===== src/rtl/issue_pkg.sv =====
// Shared types and constants for the CIQ issue-select slice.
// FU class encodings, queue geometry and the per-entry state record.
package issue_pkg;

    localparam int DEPTH = 16;
    localparam int IDX_W = 5;
    localparam int FU_W  = 2;
    localparam int SEL_W = $clog2(DEPTH);

    localparam logic [FU_W-1:0] FU_ALU = 2'd0;
    localparam logic [FU_W-1:0] FU_MUL = 2'd1;
    localparam logic [FU_W-1:0] FU_LS  = 2'd2;
    localparam logic [FU_W-1:0] FU_RSV = 2'd3;

    typedef struct packed {
        logic            valid;
        logic [FU_W-1:0] fu;
        logic            r1;
        logic            r2;
    } entry_t;

    // The reserved encoding issues on an ALU port.
    function automatic logic is_alu(logic [FU_W-1:0] fu);
        return (fu == FU_ALU) || (fu == FU_RSV);
    endfunction

endpackage


===== src/rtl/issue_select_if.sv =====
// Dispatch / wake-up / grant bundle of the issue-select stage.
// master: front end and wake-up logic; slave: issue_select.
interface issue_select_if;
    import issue_pkg::*;

    logic             flush;
    logic             disp_valid;
    logic [FU_W-1:0]  disp_fu;
    logic             disp_src1_rdy;
    logic             disp_src2_rdy;
    logic             disp_ready;
    logic [IDX_W-1:0] disp_idx;
    logic [DEPTH-1:0] wk_prs1_rdy;
    logic [DEPTH-1:0] wk_prs2_rdy;
    logic             mul_busy;
    logic [DEPTH-1:0] entry_valid;
    logic             grant_alu0;
    logic             grant_alu1;
    logic             grant_mul;
    logic             grant_ls;
    logic [IDX_W-1:0] addr_alu0;
    logic [IDX_W-1:0] addr_alu1;
    logic [IDX_W-1:0] addr_mul;
    logic [IDX_W-1:0] addr_ls;

    modport master (
        output flush, disp_valid, disp_fu, disp_src1_rdy, disp_src2_rdy,
        output wk_prs1_rdy, wk_prs2_rdy, mul_busy,
        input  disp_ready, disp_idx, entry_valid,
        input  grant_alu0, grant_alu1, grant_mul, grant_ls,
        input  addr_alu0, addr_alu1, addr_mul, addr_ls
    );

    modport slave (
        input  flush, disp_valid, disp_fu, disp_src1_rdy, disp_src2_rdy,
        input  wk_prs1_rdy, wk_prs2_rdy, mul_busy,
        output disp_ready, disp_idx, entry_valid,
        output grant_alu0, grant_alu1, grant_mul, grant_ls,
        output addr_alu0, addr_alu1, addr_mul, addr_ls
    );

endinterface


===== src/rtl/issue_pick.sv =====
// Single-port picker: request vector -> one-hot grant + index.
// Ports: req_i, age_i (ISSUE_AGE_MATRIX_EN only), oh_o, idx_o, any_o.
module issue_pick
    import issue_pkg::*;
(
    input  logic [DEPTH-1:0]            req_i,
`ifdef ISSUE_AGE_MATRIX_EN
    input  logic [DEPTH-1:0][DEPTH-1:0] age_i,
`endif
    output logic [DEPTH-1:0]            oh_o,
    output logic [IDX_W-1:0]            idx_o,
    output logic                        any_o
);

    always_comb begin
        oh_o  = '0;
        idx_o = '0;
`ifdef ISSUE_AGE_MATRIX_EN
        // age_i[i][j]=1: i is younger than j. Oldest = no older requester.
        for (int i = 0; i < DEPTH; i++) begin
            oh_o[i] = req_i[i] & ~(|(req_i & age_i[i]));
        end
`else
        for (int i = 0; i < DEPTH; i++) begin
            if (req_i[i] && !(|oh_o)) begin
                oh_o[i] = 1'b1;
            end
        end
`endif
        for (int i = 0; i < DEPTH; i++) begin
            if (oh_o[i]) begin
                idx_o = idx_o | IDX_W'(i);
            end
        end
        any_o = |oh_o;
    end

endmodule


===== src/rtl/issue_select.sv =====
// CIQ select stage: entry state, wake-up capture, 2xALU/MUL/LS pick.
// Ports: clk, rst_n (sync, low), io (issue_select_if.slave).
// Option: ISSUE_AGE_MATRIX_EN selects oldest-first instead of lowest-index.
module issue_select
    import issue_pkg::*;
(
    input logic          clk,
    input logic          rst_n,
    issue_select_if.slave io
);

    entry_t [DEPTH-1:0] ent_q, ent_d;

    logic [DEPTH-1:0] valid, req;
    logic [DEPTH-1:0] req_alu, req_alu1, req_mul, req_ls;
    logic [DEPTH-1:0] oh_a0, oh_a1, oh_m, oh_l, issued;
    logic [IDX_W-1:0] idx_a0, idx_a1, idx_m, idx_l;
    logic             any_a0, any_a1, any_m, any_l;
    logic [SEL_W-1:0] free_idx;
    logic             disp_rdy, do_disp;

    logic             g_a0_q, g_a1_q, g_m_q, g_l_q;
    logic [IDX_W-1:0] a_a0_q, a_a1_q, a_m_q, a_l_q;

`ifdef ISSUE_AGE_MATRIX_EN
    logic [DEPTH-1:0][DEPTH-1:0] age_q, age_d;
`endif

    always_comb begin
        valid   = '0;
        req     = '0;
        req_alu = '0;
        req_mul = '0;
        req_ls  = '0;
        for (int i = 0; i < DEPTH; i++) begin
            valid[i]   = ent_q[i].valid;
            req[i]     = ent_q[i].valid & ent_q[i].r1 & ent_q[i].r2;
            req_alu[i] = req[i] & is_alu(ent_q[i].fu);
            req_mul[i] = req[i] & (ent_q[i].fu == FU_MUL) & ~io.mul_busy;
            req_ls[i]  = req[i] & (ent_q[i].fu == FU_LS);
        end
    end

    // Second ALU port sees the requests left after the first pick.
    assign req_alu1 = req_alu & ~oh_a0;

`ifdef ISSUE_AGE_MATRIX_EN
    issue_pick u_alu0 (.req_i(req_alu),  .age_i(age_q), .oh_o(oh_a0), .idx_o(idx_a0), .any_o(any_a0));
    issue_pick u_alu1 (.req_i(req_alu1), .age_i(age_q), .oh_o(oh_a1), .idx_o(idx_a1), .any_o(any_a1));
    issue_pick u_mul  (.req_i(req_mul),  .age_i(age_q), .oh_o(oh_m),  .idx_o(idx_m),  .any_o(any_m));
    issue_pick u_ls   (.req_i(req_ls),   .age_i(age_q), .oh_o(oh_l),  .idx_o(idx_l),  .any_o(any_l));
`else
    issue_pick u_alu0 (.req_i(req_alu),  .oh_o(oh_a0), .idx_o(idx_a0), .any_o(any_a0));
    issue_pick u_alu1 (.req_i(req_alu1), .oh_o(oh_a1), .idx_o(idx_a1), .any_o(any_a1));
    issue_pick u_mul  (.req_i(req_mul),  .oh_o(oh_m),  .idx_o(idx_m),  .any_o(any_m));
    issue_pick u_ls   (.req_i(req_ls),   .oh_o(oh_l),  .idx_o(idx_l),  .any_o(any_l));
`endif

    assign issued = oh_a0 | oh_a1 | oh_m | oh_l;

    // Free slot from registered valid only, so it never collides with issue.
    always_comb begin
        free_idx = '0;
        for (int i = DEPTH - 1; i >= 0; i--) begin
            if (!valid[i]) begin
                free_idx = SEL_W'(i);
            end
        end
    end

    assign disp_rdy = ~(&valid);
    assign do_disp  = io.disp_valid & disp_rdy;

    always_comb begin
        ent_d = ent_q;
        for (int i = 0; i < DEPTH; i++) begin
            ent_d[i].r1    = ent_q[i].r1 | (io.wk_prs1_rdy[i] & ent_q[i].valid);
            ent_d[i].r2    = ent_q[i].r2 | (io.wk_prs2_rdy[i] & ent_q[i].valid);
            ent_d[i].valid = ent_q[i].valid & ~issued[i];
        end
        if (do_disp) begin
            ent_d[free_idx] = '{valid: 1'b1,
                                fu:    io.disp_fu,
                                r1:    io.disp_src1_rdy,
                                r2:    io.disp_src2_rdy};
        end
    end

`ifdef ISSUE_AGE_MATRIX_EN
    // New entry is younger than every live entry; nobody is younger than it.
    always_comb begin
        age_d = age_q;
        if (do_disp) begin
            age_d[free_idx] = valid;
            for (int j = 0; j < DEPTH; j++) begin
                age_d[j][free_idx] = 1'b0;
            end
        end
    end
`endif

    always_ff @(posedge clk) begin
        if (!rst_n) begin
            ent_q  <= '0;
            g_a0_q <= 1'b0;
            g_a1_q <= 1'b0;
            g_m_q  <= 1'b0;
            g_l_q  <= 1'b0;
            a_a0_q <= '0;
            a_a1_q <= '0;
            a_m_q  <= '0;
            a_l_q  <= '0;
`ifdef ISSUE_AGE_MATRIX_EN
            age_q  <= '0;
`endif
        end else if (io.flush) begin
            ent_q  <= '0;
            g_a0_q <= 1'b0;
            g_a1_q <= 1'b0;
            g_m_q  <= 1'b0;
            g_l_q  <= 1'b0;
`ifdef ISSUE_AGE_MATRIX_EN
            age_q  <= '0;
`endif
        end else begin
            ent_q  <= ent_d;
            g_a0_q <= any_a0;
            g_a1_q <= any_a1;
            g_m_q  <= any_m;
            g_l_q  <= any_l;
            if (any_a0) a_a0_q <= idx_a0;
            if (any_a1) a_a1_q <= idx_a1;
            if (any_m)  a_m_q  <= idx_m;
            if (any_l)  a_l_q  <= idx_l;
`ifdef ISSUE_AGE_MATRIX_EN
            age_q  <= age_d;
`endif
        end
    end

    assign io.disp_ready  = disp_rdy;
    assign io.disp_idx    = IDX_W'(free_idx);
    assign io.entry_valid = valid;
    assign io.grant_alu0  = g_a0_q;
    assign io.grant_alu1  = g_a1_q;
    assign io.grant_mul   = g_m_q;
    assign io.grant_ls    = g_l_q;
    assign io.addr_alu0   = a_a0_q;
    assign io.addr_alu1   = a_a1_q;
    assign io.addr_mul    = a_m_q;
    assign io.addr_ls     = a_l_q;

endmodule


===== src/flat_wrapper.sv =====
// flat-port wrapper written by rule: the top's interface ports become plain ports
module issue_select_flat import issue_pkg::*;
  (clk, rst_n, io_flush, io_disp_valid, io_disp_fu, io_disp_src1_rdy, io_disp_src2_rdy, io_wk_prs1_rdy, io_wk_prs2_rdy, io_mul_busy, io_disp_ready, io_disp_idx, io_entry_valid, io_grant_alu0, io_grant_alu1, io_grant_mul, io_grant_ls, io_addr_alu0, io_addr_alu1, io_addr_mul, io_addr_ls);
  issue_select_if io_i ();
  input logic clk;
  input logic rst_n;
  input wire logic [$bits(io_i.flush)-1:0] io_flush;
  input wire logic [$bits(io_i.disp_valid)-1:0] io_disp_valid;
  input wire logic [$bits(io_i.disp_fu)-1:0] io_disp_fu;
  input wire logic [$bits(io_i.disp_src1_rdy)-1:0] io_disp_src1_rdy;
  input wire logic [$bits(io_i.disp_src2_rdy)-1:0] io_disp_src2_rdy;
  input wire logic [$bits(io_i.wk_prs1_rdy)-1:0] io_wk_prs1_rdy;
  input wire logic [$bits(io_i.wk_prs2_rdy)-1:0] io_wk_prs2_rdy;
  input wire logic [$bits(io_i.mul_busy)-1:0] io_mul_busy;
  output wire logic [$bits(io_i.disp_ready)-1:0] io_disp_ready;
  output wire logic [$bits(io_i.disp_idx)-1:0] io_disp_idx;
  output wire logic [$bits(io_i.entry_valid)-1:0] io_entry_valid;
  output wire logic [$bits(io_i.grant_alu0)-1:0] io_grant_alu0;
  output wire logic [$bits(io_i.grant_alu1)-1:0] io_grant_alu1;
  output wire logic [$bits(io_i.grant_mul)-1:0] io_grant_mul;
  output wire logic [$bits(io_i.grant_ls)-1:0] io_grant_ls;
  output wire logic [$bits(io_i.addr_alu0)-1:0] io_addr_alu0;
  output wire logic [$bits(io_i.addr_alu1)-1:0] io_addr_alu1;
  output wire logic [$bits(io_i.addr_mul)-1:0] io_addr_mul;
  output wire logic [$bits(io_i.addr_ls)-1:0] io_addr_ls;
  assign io_i.flush = io_flush;
  assign io_i.disp_valid = io_disp_valid;
  assign io_i.disp_fu = io_disp_fu;
  assign io_i.disp_src1_rdy = io_disp_src1_rdy;
  assign io_i.disp_src2_rdy = io_disp_src2_rdy;
  assign io_i.wk_prs1_rdy = io_wk_prs1_rdy;
  assign io_i.wk_prs2_rdy = io_wk_prs2_rdy;
  assign io_i.mul_busy = io_mul_busy;
  assign io_disp_ready = io_i.disp_ready;
  assign io_disp_idx = io_i.disp_idx;
  assign io_entry_valid = io_i.entry_valid;
  assign io_grant_alu0 = io_i.grant_alu0;
  assign io_grant_alu1 = io_i.grant_alu1;
  assign io_grant_mul = io_i.grant_mul;
  assign io_grant_ls = io_i.grant_ls;
  assign io_addr_alu0 = io_i.addr_alu0;
  assign io_addr_alu1 = io_i.addr_alu1;
  assign io_addr_mul = io_i.addr_mul;
  assign io_addr_ls = io_i.addr_ls;
  issue_select u_core (.clk(clk), .rst_n(rst_n), .io(io_i));
endmodule

===== config.mk =====
export PLATFORM = sky130hd
export DESIGN_NAME = issue_select_flat
export DESIGN_NICKNAME = d
export VERILOG_FILES = /design/src/rtl/issue_pkg.sv /design/src/rtl/issue_select_if.sv /design/src/rtl/issue_pick.sv /design/src/rtl/issue_select.sv /design/src/flat_wrapper.sv
export SDC_FILE = /design/constraint.sdc
export NUM_CORES = 1
export LEC_CHECK = 0
export BUFFER_PORTS_ARGS = -buffer_cell sky130_fd_sc_hd__buf_2
export CORE_MARGIN = 10
export CORE_UTILIZATION = 37
export CTS_BUF_LIST = sky130_fd_sc_hd__clkbuf_16
export CTS_CLUSTER_SIZE = 25
export DETAILED_ROUTE_END_ITERATION = 10
export GPL_TIMING_DRIVEN = 0
export PLACE_DENSITY = 0.55
export RECOVER_POWER = 100
export SLEW_MARGIN = 10
export SYNTH_ARGS = -nofsm -noshare
export SYNTH_HDL_FRONTEND = slang
export SYNTH_SLANG_ARGS = --single-unit

===== constraint.sdc =====
create_clock -name clk -period 2.9 [get_ports clk]
set_input_delay 0.29 -clock clk [delete_from_list [all_inputs] [get_ports clk]]
set_output_delay 0.29 -clock clk [all_outputs]
set_load 0.005 [all_outputs]

Word-level counts from Yosys, hierarchy flattened
Cells that the tools add are included.

Reductions and logical operators: 219. $lt $le $gt $ge: 2. Bitwise logic cells: 202. Muxes and demuxes: 144. Eq/ne operators: 48.

Operator list (number): $mux 4 (48); $and 1x1->1 (145); $bwmux 80 (1); $mux 80 (1); $mux 1 (68); $eq 2x2->1 const B (32); $reduce_or 16->1 (4); $logic_and 1x1->1 (61); $logic_not 1->1 (60); $reduce_or 15->1 (4); $reduce_or 14->1 (4); $reduce_or 13->1 (4); $mux 3 (16); $or 16x16->16 (3); $reduce_or 12->1 (4); $reduce_or 11->1 (4); $reduce_or 10->1 (4); $reduce_or 9->1 (4); $eq 2x1->1 const B (16); $logic_not 2->1 (16); $or 1x1->1 (32); $reduce_or 8->1 (4); $reduce_or 7->1 (4); $reduce_or 6->1 (4); 15 further kinds (72).

Bits in registers: 104. Output and inout port bits: 46. Input bits: 41. Word-level logic and storage cells: 687.

Logic depth before layout (Yosys ltp)
Depth in word-level cells: 132. Gate-level depth with buffers: 11. Mapped depth without buffers: 10.

Modules after synthesis
From an unflattened synthesis, not the netlist that was laid out.

Cell total of the unflattened synthesis: 848. Area total of the unflattened synthesis: 7058.0 µm².

By module, submodules not included: issue_select (seq. area each 2082.0 µm², cells an instance 636, area each 5601.6 µm², times used 1); issue_pick (seq. area each 0.0 µm², cells an instance 53, area each 364.1 µm², times used 4).

Worst setup path before layout
No wires, ideal clock.

Kind: register to register. From: reg (tool-made name). To: reg u_core.a_a1_q[0], in the netlist u_core.io.addr_alu1[0]. Stages on the path, launching flop included: 11. Period minus slack after synthesis: 2372 ps. Setup time: 119 ps. Data required time: 2781 ps. Arrival time: 2253 ps. Path slack: 528 ps. Cell sequence: dfxtp_1 > inv_1 > ha_1 > nand4_1 > nand4_4 > nor3_4 > nand3_4 > nor3_2 > o21a_2 > a21oi_2 > o221a_1.

RTL lines: end signal, assigned (RTL line issue_select.sv:132) `if (any_a1) a_a1_q <= idx_a1;`; end, declared (RTL line issue_select.sv:23) `logic [IDX_W-1:0] a_a0_q, a_a1_q, a_m_q, a_l_q;`.

==> run metrics <==
Clock transition at path regs=0.08 ns; leak pwr=2.79 nW; Pre-antenna DRT Iters=5; Hold Buf Count CTS=0; Final Setup Violations=0; clk_skew=0.00713 ns; sequence of cells on the critical path=inv_1 -> ha_1 -> nand4_1 -> nand4_4 -> nor2_1 -> mux2i_1 -> a311o_1 -> a21oi_1 -> nand3_1 -> o221a_1; status=completed; CP max FO=9; P&R area growth vs syn=16.2%; CP Launch Type=flip-flop; Required @ worst endpoint=3.16 ns; HPWL Detailed=17.1 mm; drt wl/cell=20.3 um; Max rail drop VDD=0.000288 V; Unique masters post-synth=78; # diodes=0; layout cells sized above 1=0.177; TritonCTS clock tree=done; area of the die=22600 um2; synth warn=0; GRT Total Usage=0.195; min setup slack post-route=0.128 ns; GP Congestion=0.953; Die Y=150 um; pre-CTS setup slack=0.0966 ns; Max Slew Vio Count=0; first-pass GRT wire length=33.9 mm; routed wire length=22.2 mm; async set-or-reset flop fraction in the synthesized netlist=0; Post-synth EDFFs=0; CP arrival=3.03 ns; worst-margin pin slew=0.930 ns; final worst-path cycle share=0.956; post-route design area=7310 um2; initial antenna violation count=0; row count=47; via count=6253; post-route DRC violation count=0; Placed Area=6980 um2; htree depth=3; PwrDens=385 nW/um2; port bufs=80; fmax=0.361 GHz; synthesized flop and latch total=100; Final Critical Period=2.77 ns; Max-Cap Viols=0; cells after synthesis=768; Core Util, Final=0.439; remaining global-route overflow=0; Die W=150 um; TNS Setup=0 ns; Final Instance Count excl. Fillers=1096; CTS Buffer Depth=2; synthesized area per cell=8.19 um2; I/O pin cnt=87; Hold WS=0.207 ns; Seq/Total Area, Yosys=0.318; routed vias/inst=5.71; Min-Delay Path Class=input port to flip-flop; Clock Latency Late Sink=0.36 ns; post-route ant nets=0; clk sink count=100; drt first-iter violations=588; Crit Path Class=flip-flop to flip-flop; ys flop type=dfxtp_1; Slowest Stage Delay on Critical Path=0.40 ns; largest net degree at the start of global routing=19; nets@finish=944; Setup crit end kind=flip-flop; Num CTS Buffers=9; root buffer cell=clkbuf_16; Relative slew margins=0.375; Initial Util=0.378; Tot Pwr=2.81 mW; synthesized area=6290 um2; Slowest cell on crit path=a311o_1; Placed Cells=1072; Core Area=16600 um2; Final Hold Vio Count=0; number of global-route vias before repair=5800
report_power, final:
part | total [mW] | internal (mW) | switching [mW] | leakage, nW
Clock | 1.28 | 0.685 | 0.595 | 0.146
Combinational | 0.154 | 0.0487 | 0.105 | 1.84
Sequential | 1.38 | 1.38 | 0.00560 | 0.806
Total | 2.81 | 2.11 | 0.706 | 2.79
logic make-up (layout without fill, tap and decap cells):
| group | after synthesis | count (layout) | synth area share |
|---|---|---|---|
| other cells | 1 | 5 | 0.000596 |
| fa+ha+maj | 33 | 33 | 0.0655 |
| simple gates | 329 | 329 | 0.289 |
| buf+inv | 102 | 206 | 0.0810 |
| flops | 100 | 100 | 0.318 |
| xor+xnor | 4 | 4 | 0.00557 |
| mux | 33 | 33 | 0.0525 |
| compound gates | 166 | 166 | 0.187 |
cell type report:
cell class | instances | area, um2
Multi-Input combinational cell | 570 | 3790
Timing Repair Buffer | 88 | 430
Buffer | 63 | 354
Fill cell | 1789 | 9340
Clock buffer | 9 | 225
Sequential cell | 100 | 2000
Inverter | 39 | 146
Clock inverter | 7 | 85.1
Tap cell | 220 | 275
cell usage after synthesis (13+ instances only):
library cell  instances  share of area
clkbuf_1             17          0.010
inv_1                39          0.023
dfxtp_1             100           0.32
buf_2                14          0.011
a21oi_1              33          0.026
nand4_1              45          0.045
buf_4                22          0.026
o21ai_0              21          0.017
ha_1                 32          0.064
nand3_1              21          0.017
nand2_1              40          0.024
a31oi_1              13          0.013
a211oi_1             35          0.042
nor3_1               46          0.037
mux2i_1              33          0.053
nor2_1               94          0.056
critical path: cells and delay by family (launching register included):
family / cells / cell delay [ns]
mux: 1 / 0.15
simple gates: 4 / 0.90
flops: 1 / 0.36
buf+inv: 1 / 0.06
fa+ha+maj: 1 / 0.30
compound gates: 3 / 0.89
layout by cell type (no fill, tap or decap), types with 5 or more instances in the layout:
cell type / n
dfxtp_1: 100
nor2_1: 94
buf_2: 67
clkbuf_1: 47
nor3_1: 46
nand4_1: 45
nand2_1: 40
inv_1: 39
a211oi_1: 35
a21oi_1: 33
mux2i_1: 33
ha_1: 32
o21ai_0: 21
nand3_1: 21
buf_4: 20
a31oi_1: 13
and3_1: 10
nor2b_1: 10
clkbuf_4: 10
and2_1: 9
clkbuf_16: 9
and4_1: 8
nand2b_1: 6
o21a_1: 6
nor4_1: 6
clkbuf_2: 5
o211ai_1: 5
conb_1: 5
timing repair:
action | CTS | global route
endpoints found under the setup margin | 0 | 17
resized for setup | 0 | 4
setup buffers | 0 | 8
path summary, 6_finish.rpt:
check,slack [ns],startpoint,cells after the start,end
worst max-delay path,0.13,flip-flop,10,u_core.io.addr_alu1[0]$_SDFFE_PN0P_
worst min-delay path,0.21,io_wk_prs2_rdy[11],3,u_core.ent_q[55]$_SDFF_PP0_
worst max register to register,0.13,flip-flop,10,u_core.io.addr_alu1[0]$_SDFFE_PN0P_
worst min register to register,0.49,u_core.io.addr_mul[3]$_SDFFE_PN0P_,2,u_core.io.addr_mul[3]$_SDFFE_PN0P_
routing by layer:
layer / vias to the layer above / GRT usage / share of wire
li1: 3023 / - / -
met1: 2943 / 0.268 / 0.46
met2: 253 / 0.297 / 0.44
met3: 34 / 0.0372 / 0.077
met4: 0 / 0.0675 / 0.022
met5: - / 0 / 0
Note: power is estimated with default switching activity, not from simulation.
